**src/rtl/cb_cfg_pkg.sv**
```systemverilog
// rtl/cb_cfg_pkg.sv - shared states and frame field positions for the connection-box config loader
package cb_cfg_pkg;

   localparam int CFG_W_DEF   = 35;

   localparam int TRK_SEL_LSB = 0;
   localparam int TRK_SEL_W   = 5;
   localparam int BLE_DRV_EN0 = 25;
   localparam int BLE_DRV_EN1 = 26;
   localparam int GRP_SEL_LSB = 5;
   localparam int GRP_SEL_W   = 5;
   localparam int GRP_EN_LSB  = 27;
   localparam int NUM_GRP     = 4;

   typedef enum logic [2:0] {
      ST_IDLE,
      ST_SHIFT,
      ST_CHECK,
      ST_COMMIT,
      ST_DONE
   } state_t;

   // v & (v-1) clears the lowest set bit, so anything left means two or more were set
   function automatic logic multi_hot(input logic [GRP_SEL_W-1:0] v);
      return |(v & (v - 1'b1));
   endfunction

endpackage

```
**src/rtl/cb_frame_checker.sv**
```systemverilog
// rtl/cb_frame_checker.sv - combinational legality test for one connection-box frame
module cb_frame_checker
   import cb_cfg_pkg::*;
#(
   parameter int CFG_W = CFG_W_DEF
) (
   input  logic [CFG_W-1:0] i_frame,
   output logic             o_illegal
);

   logic w_ble_clash;
   logic w_grp_clash;

   // Both BLE drivers enabled while a track select is active would short the track
   assign w_ble_clash = i_frame[BLE_DRV_EN0] & i_frame[BLE_DRV_EN1]
                      & (|i_frame[TRK_SEL_LSB +: TRK_SEL_W]);

   always_comb begin
      w_grp_clash = 1'b0;
      for (int g = 0; g < NUM_GRP; g++) begin
         if (i_frame[GRP_EN_LSB + 2*g] | i_frame[GRP_EN_LSB + 2*g + 1]) begin
            w_grp_clash = w_grp_clash
                        | multi_hot(i_frame[GRP_SEL_LSB + GRP_SEL_W*g +: GRP_SEL_W]);
         end
      end
   end

   assign o_illegal = w_ble_clash | w_grp_clash;

endmodule

```
**src/rtl/cb_config_loader.sv**
```systemverilog
// rtl/cb_config_loader.sv - serial loader that checks each box frame and commits all boxes atomically
module cb_config_loader
   import cb_cfg_pkg::*;
#(
   parameter  int NUM_CB = 4,
   parameter  int CFG_W  = CFG_W_DEF,
   localparam int IDX_W  = (NUM_CB > 1) ? $clog2(NUM_CB) : 1
) (
   input  logic                    clk,
   input  logic                    reset,
   input  logic                    start,
   input  logic                    bit_valid,
   input  logic                    bit_data,
   output logic                    bit_ready,
   output logic                    busy,
   output logic                    done,
   output logic                    error,
   output logic [IDX_W-1:0]        err_index,
   output logic [NUM_CB*CFG_W-1:0] sram_bus
);

   localparam int               CNT_W    = (CFG_W > 1) ? $clog2(CFG_W) : 1;
   localparam logic [CNT_W-1:0] LAST_BIT = CNT_W'(CFG_W - 1);
   localparam logic [IDX_W-1:0] LAST_BOX = IDX_W'(NUM_CB - 1);

   state_t                    r_state;
   state_t                    w_state_nxt;
   logic [CNT_W-1:0]          r_bit_cnt;
   logic [IDX_W-1:0]          r_box_idx;
   logic [CFG_W-1:0]          r_frame;
   logic [CFG_W-1:0]          r_shadow [NUM_CB];
   logic [NUM_CB*CFG_W-1:0]   r_sram;
   logic                      r_error;
   logic [IDX_W-1:0]          r_err_index;
   logic                      w_xfer;
   logic                      w_last_bit;
   logic                      w_illegal;

   cb_frame_checker #(.CFG_W(CFG_W)) u_checker (
      .i_frame   (r_frame),
      .o_illegal (w_illegal)
   );

   assign w_xfer     = bit_valid & bit_ready;
   assign w_last_bit = (r_bit_cnt == LAST_BIT);

   always_ff @(posedge clk) begin
      if (reset) r_state <= ST_IDLE;
      else       r_state <= w_state_nxt;
   end

   always_comb begin
      w_state_nxt = r_state;
      bit_ready   = 1'b0;
      busy        = 1'b1;
      done        = 1'b0;
      case (r_state)
         ST_IDLE: begin
            busy = 1'b0;
            if (start) w_state_nxt = ST_SHIFT;
         end
         ST_SHIFT: begin
            bit_ready = 1'b1;
            if (bit_valid && w_last_bit) w_state_nxt = ST_CHECK;
         end
         ST_CHECK: begin
            if (w_illegal)               w_state_nxt = ST_IDLE;
            else if (r_box_idx == LAST_BOX) w_state_nxt = ST_COMMIT;
            else                         w_state_nxt = ST_SHIFT;
         end
         ST_COMMIT: w_state_nxt = ST_DONE;
         ST_DONE: begin
            done        = 1'b1;
            w_state_nxt = ST_IDLE;
         end
         default: w_state_nxt = ST_IDLE;
      endcase
   end

   // Frames land in shadows box by box; sram_bus only changes in COMMIT
   always_ff @(posedge clk) begin
      if (reset) begin
         r_bit_cnt   <= '0;
         r_box_idx   <= '0;
         r_frame     <= '0;
         r_sram      <= '0;
         r_error     <= 1'b0;
         r_err_index <= '0;
         for (int k = 0; k < NUM_CB; k++) r_shadow[k] <= '0;
      end else begin
         case (r_state)
            ST_IDLE: begin
               if (start) begin
                  r_bit_cnt   <= '0;
                  r_box_idx   <= '0;
                  r_error     <= 1'b0;
                  r_err_index <= '0;
               end
            end
            ST_SHIFT: begin
               if (w_xfer) begin
                  r_frame[r_bit_cnt] <= bit_data;
                  r_bit_cnt          <= w_last_bit ? '0 : r_bit_cnt + 1'b1;
               end
            end
            ST_CHECK: begin
               if (w_illegal) begin
                  r_error     <= 1'b1;
                  r_err_index <= r_box_idx;
               end else begin
                  r_shadow[r_box_idx] <= r_frame;
                  if (r_box_idx != LAST_BOX) r_box_idx <= r_box_idx + 1'b1;
               end
            end
            ST_COMMIT: begin
               for (int k = 0; k < NUM_CB; k++) r_sram[k*CFG_W +: CFG_W] <= r_shadow[k];
            end
            default: ;
         endcase
      end
   end

   assign sram_bus  = r_sram;
   assign error     = r_error;
   assign err_index = r_err_index;

endmodule

```
**config.mk**
```make
export PLATFORM = sky130hd
export DESIGN_NAME = cb_config_loader
export DESIGN_NICKNAME = d
export VERILOG_FILES = /design/src/rtl/cb_cfg_pkg.sv /design/src/rtl/cb_frame_checker.sv /design/src/rtl/cb_config_loader.sv
export SDC_FILE = /design/constraint.sdc
export NUM_CORES = 1
export LEC_CHECK = 0
export BUFFER_PORTS_ARGS = -buffer_cell sky130_fd_sc_hd__buf_2
export CAP_MARGIN = 20
export CORE_UTILIZATION = 41
export DETAILED_ROUTE_END_ITERATION = 8
export PLACE_DENSITY_LB_ADDON = 0.25
export SLEW_MARGIN = 10
export SYNTH_ARGS = -nofsm -noshare
export SYNTH_HDL_FRONTEND = slang
export SYNTH_SLANG_ARGS = --single-unit
```
**constraint.sdc**
```tcl
create_clock -name clk -period 10.33 [get_ports clk]
set_clock_uncertainty 0.2 [all_clocks]
set_input_delay 1.033 -clock clk [delete_from_list [all_inputs] [get_ports clk]]
set_output_delay 1.033 -clock clk [all_outputs]
set_load 0.01 [all_outputs]
```
==> out/qor.yml <==
status: "finished, final reports clean"
slew_violations: 0
clk_pin_slew_ns: 0.06
worst-path-buf-inv: 1
worst-setup-path-type: "flop to flop"
rr_startpoint: "r_frame[9]$_SDFFE_PP0P_"
finalNonFillerCells: 1807
end_kind: "flop"
clock.fmax_mhz: 307.6
first_iter_violations: 664
worst_hold_path_type: "flop to flop"
layout-drive-gt1-share: 0.2147
ys.flop_type: "dfxtp_1"
finalCritPeriodShare: 0.3148
critPathTopFamily: "simple AND/OR/NAND/NOR gates"
syn_area_per_cell_sq_um: 10.03
synth_area_sq_mm: 0.01281
multi_input_area_sq_mm: 0.004279
slowest_stage: "or2_2"
tightest_slew_ns: 1.117
relSlewSlack: 0.2553
grt.overflow.total: 0
cts.hold.buffers_added: 0
cpPeakStageDelay_ns: 0.71
start_util: 0.4178
ys_ff_latch: 329
yosysWarnings: 0
place_inst: 1743
startpoint_type: "flop"
powerDensity_mw_per_mm2: 180.7
cts-root-buf: "clkbuf_16"
fin_nets: 1393
h-tree-depth: 2
synth-seq-area-share: 0.6234
grt_pass1_wl_mm: 48.56
finalSetupTns_ns: 0
antenna_violating_nets_post_route: 0
critPathMaxFanout: 36
yosys.area.top_type: "edfxtp_1"
die-area_sq_mm: 0.03196
max_cap_viol_count: 0
num_rows: 64
cts_tree: "done"
setup_viol: 0
antennaDiodeCount: 0
cts.sinks: 329
synth_edf_count: 140
synthesis.instances: 1277
antenna_found_initial: 0
core_sq_mm: 0.03067
post_cts_buffers: 0
synth_top_area_share: 0.3281
syn-num-nets: 1285
startpoint: "r_frame[9]$_SDFFE_PP0P_"
async_reset_ff_frac: 0
fill_cells: 2876
finalHoldViolCount: 0
cp.required_ns: 10.26
hp-start: "sram_bus[19]$_SDFFE_PP0P_"
final_util: 0.4876
cts_resized: 0
synth_top_cells_by_area: "edfxtp_1 33%, dfxtp_1 30%, nand2_1 9.4%, a21oi_1 6.9%, nor3_2 5.5%"
final_cell_mix: "320 x nand2_1, 188 x dfxtp_1, 176 x a21oi_1, 149 x buf_2, 140 x edfxtp_1"
rsz0062_at_grt: "no"
dr.pass1.iters: 5
syn_to_final_growth_pct: 16.70
grt_pass1_vias: 8461
cp.arrival_ns: 3.19
yosys.cell_types.count: 46
numPortBuffers: 150
peakVddDrop_mv: 0.08756
final_common_cell: "nand2_1"
seqCellArea_sq_mm: 0.007989
vias_per_cell: 5.137
p_leak_nw: 5.226
grt_max_degree: 94
place_hpwl_mm: 20.92
crit_chain: "a2111oi_0 -> nor3_1 -> nor4_4 -> buf_4 -> or2_2"
io_pins: 151
clk_path_buf_depth: 3
r2r_setup_slack_ns: 7.08
gp_congestion: 0.8530
insertion_delay_ns: 0.51
drt-total-wl_mm: 32.17
wl_per_cell_um: 17.80
die_h_um: 178.8
cts_buffers: 35
fin_crit_ns: 3.251
grt_usage: 0.2005
die_w_um: 178.8
drc: 0
vias: 9282
worst paths after layout:
path / end / cells after the start
setup / recovery: r_shadow[1][5]$_SDFFCE_PN0P_ / 5
hold / removal: sram_bus[19]$_SDFFE_PP0P_ / 2
setup reg to reg: r_shadow[1][5]$_SDFFCE_PN0P_ / 5
hold reg to reg: sram_bus[19]$_SDFFE_PP0P_ / 2
worst register-to-register path: stages, from the launching register on:
cell and delay (ns):
dfxtp_1 0.35, a2111oi_0 0.67, nor3_1 0.28, nor4_4 0.32, buf_4 0.33, or2_2 0.72
state kept, by name, summed over array words and instances, names as in the netlist:
register,flops
r_box_idx,2
sram_bus,140
r_frame,35
r_shadow,140
error,1
err_index,2
r_state,3
r_bit_cnt,6
cells in the mapped netlist (all sizes together), types with 2 or more instances:
cell type  number
inv            45
dfxtp         189
xnor2           3
a21oi         176
a2111o          3
nor4            3
nand3           5
o21ai          38
maj3            4
o221ai          2
nand3b          2
nand2         320
buf            15
or2             4
mux2i           4
nor3          112
ha              3
a211o           2
o41ai           4
or3             5
edfxtp        140
clkbuf         80
and2           35
a32o            2
nor2b           4
and4            2
nand4           5
nand4bb         2
nand2b          4
nor2           52
nor3b           2
final cells by class:
cell class,count,area share
Timing Repair Buffer,166,0.05974
Tap cell,396,0.03314
Sequential cell,329,0.5343
Inverter,45,0.01130
Clock buffer,47,0.06811
Multi-Input combinational cell,808,0.2862
Clock inverter,16,0.007280
layer usage:
layer  up-vias  GRT usage  share of wire
met1      4379     0.2770           0.45
met4         0    0.08510          0.035
met3        70    0.03265          0.054
li1       4550          -              -
met5         -          0              0
met2       283     0.3105           0.46
logic make-up after synthesis:
kind of cell    synth area share
mux                     0.003125
buf+inv                  0.04492
fa+ha+maj               0.006152
flops                     0.6234
compound gates           0.09862
xor+xnor                0.002735
simple gates              0.2211
power breakdown:
group	switching [mW]	internal, mW
clock	0.504	0.719
combinational	0.0636	0.0194
sequential	0.0137	1.38
total	0.581	2.12
metrics by stage:
stage	worst slack [ns]	total power [mW]	hold WS, ns	cell area, sq um
after floorplan	4.528	1.478	0.2622	12810
after global placement	6.570	1.505	0.2403	13790
after detailed placement	6.542	1.506	0.2437	13800
after CTS	7.000	2.726	0.2522	14930
after global routing	6.863	2.792	0.2706	14950
final	7.079	2.702	0.2484	14950
No activity file was read; power rests on OpenSTA's default activity.
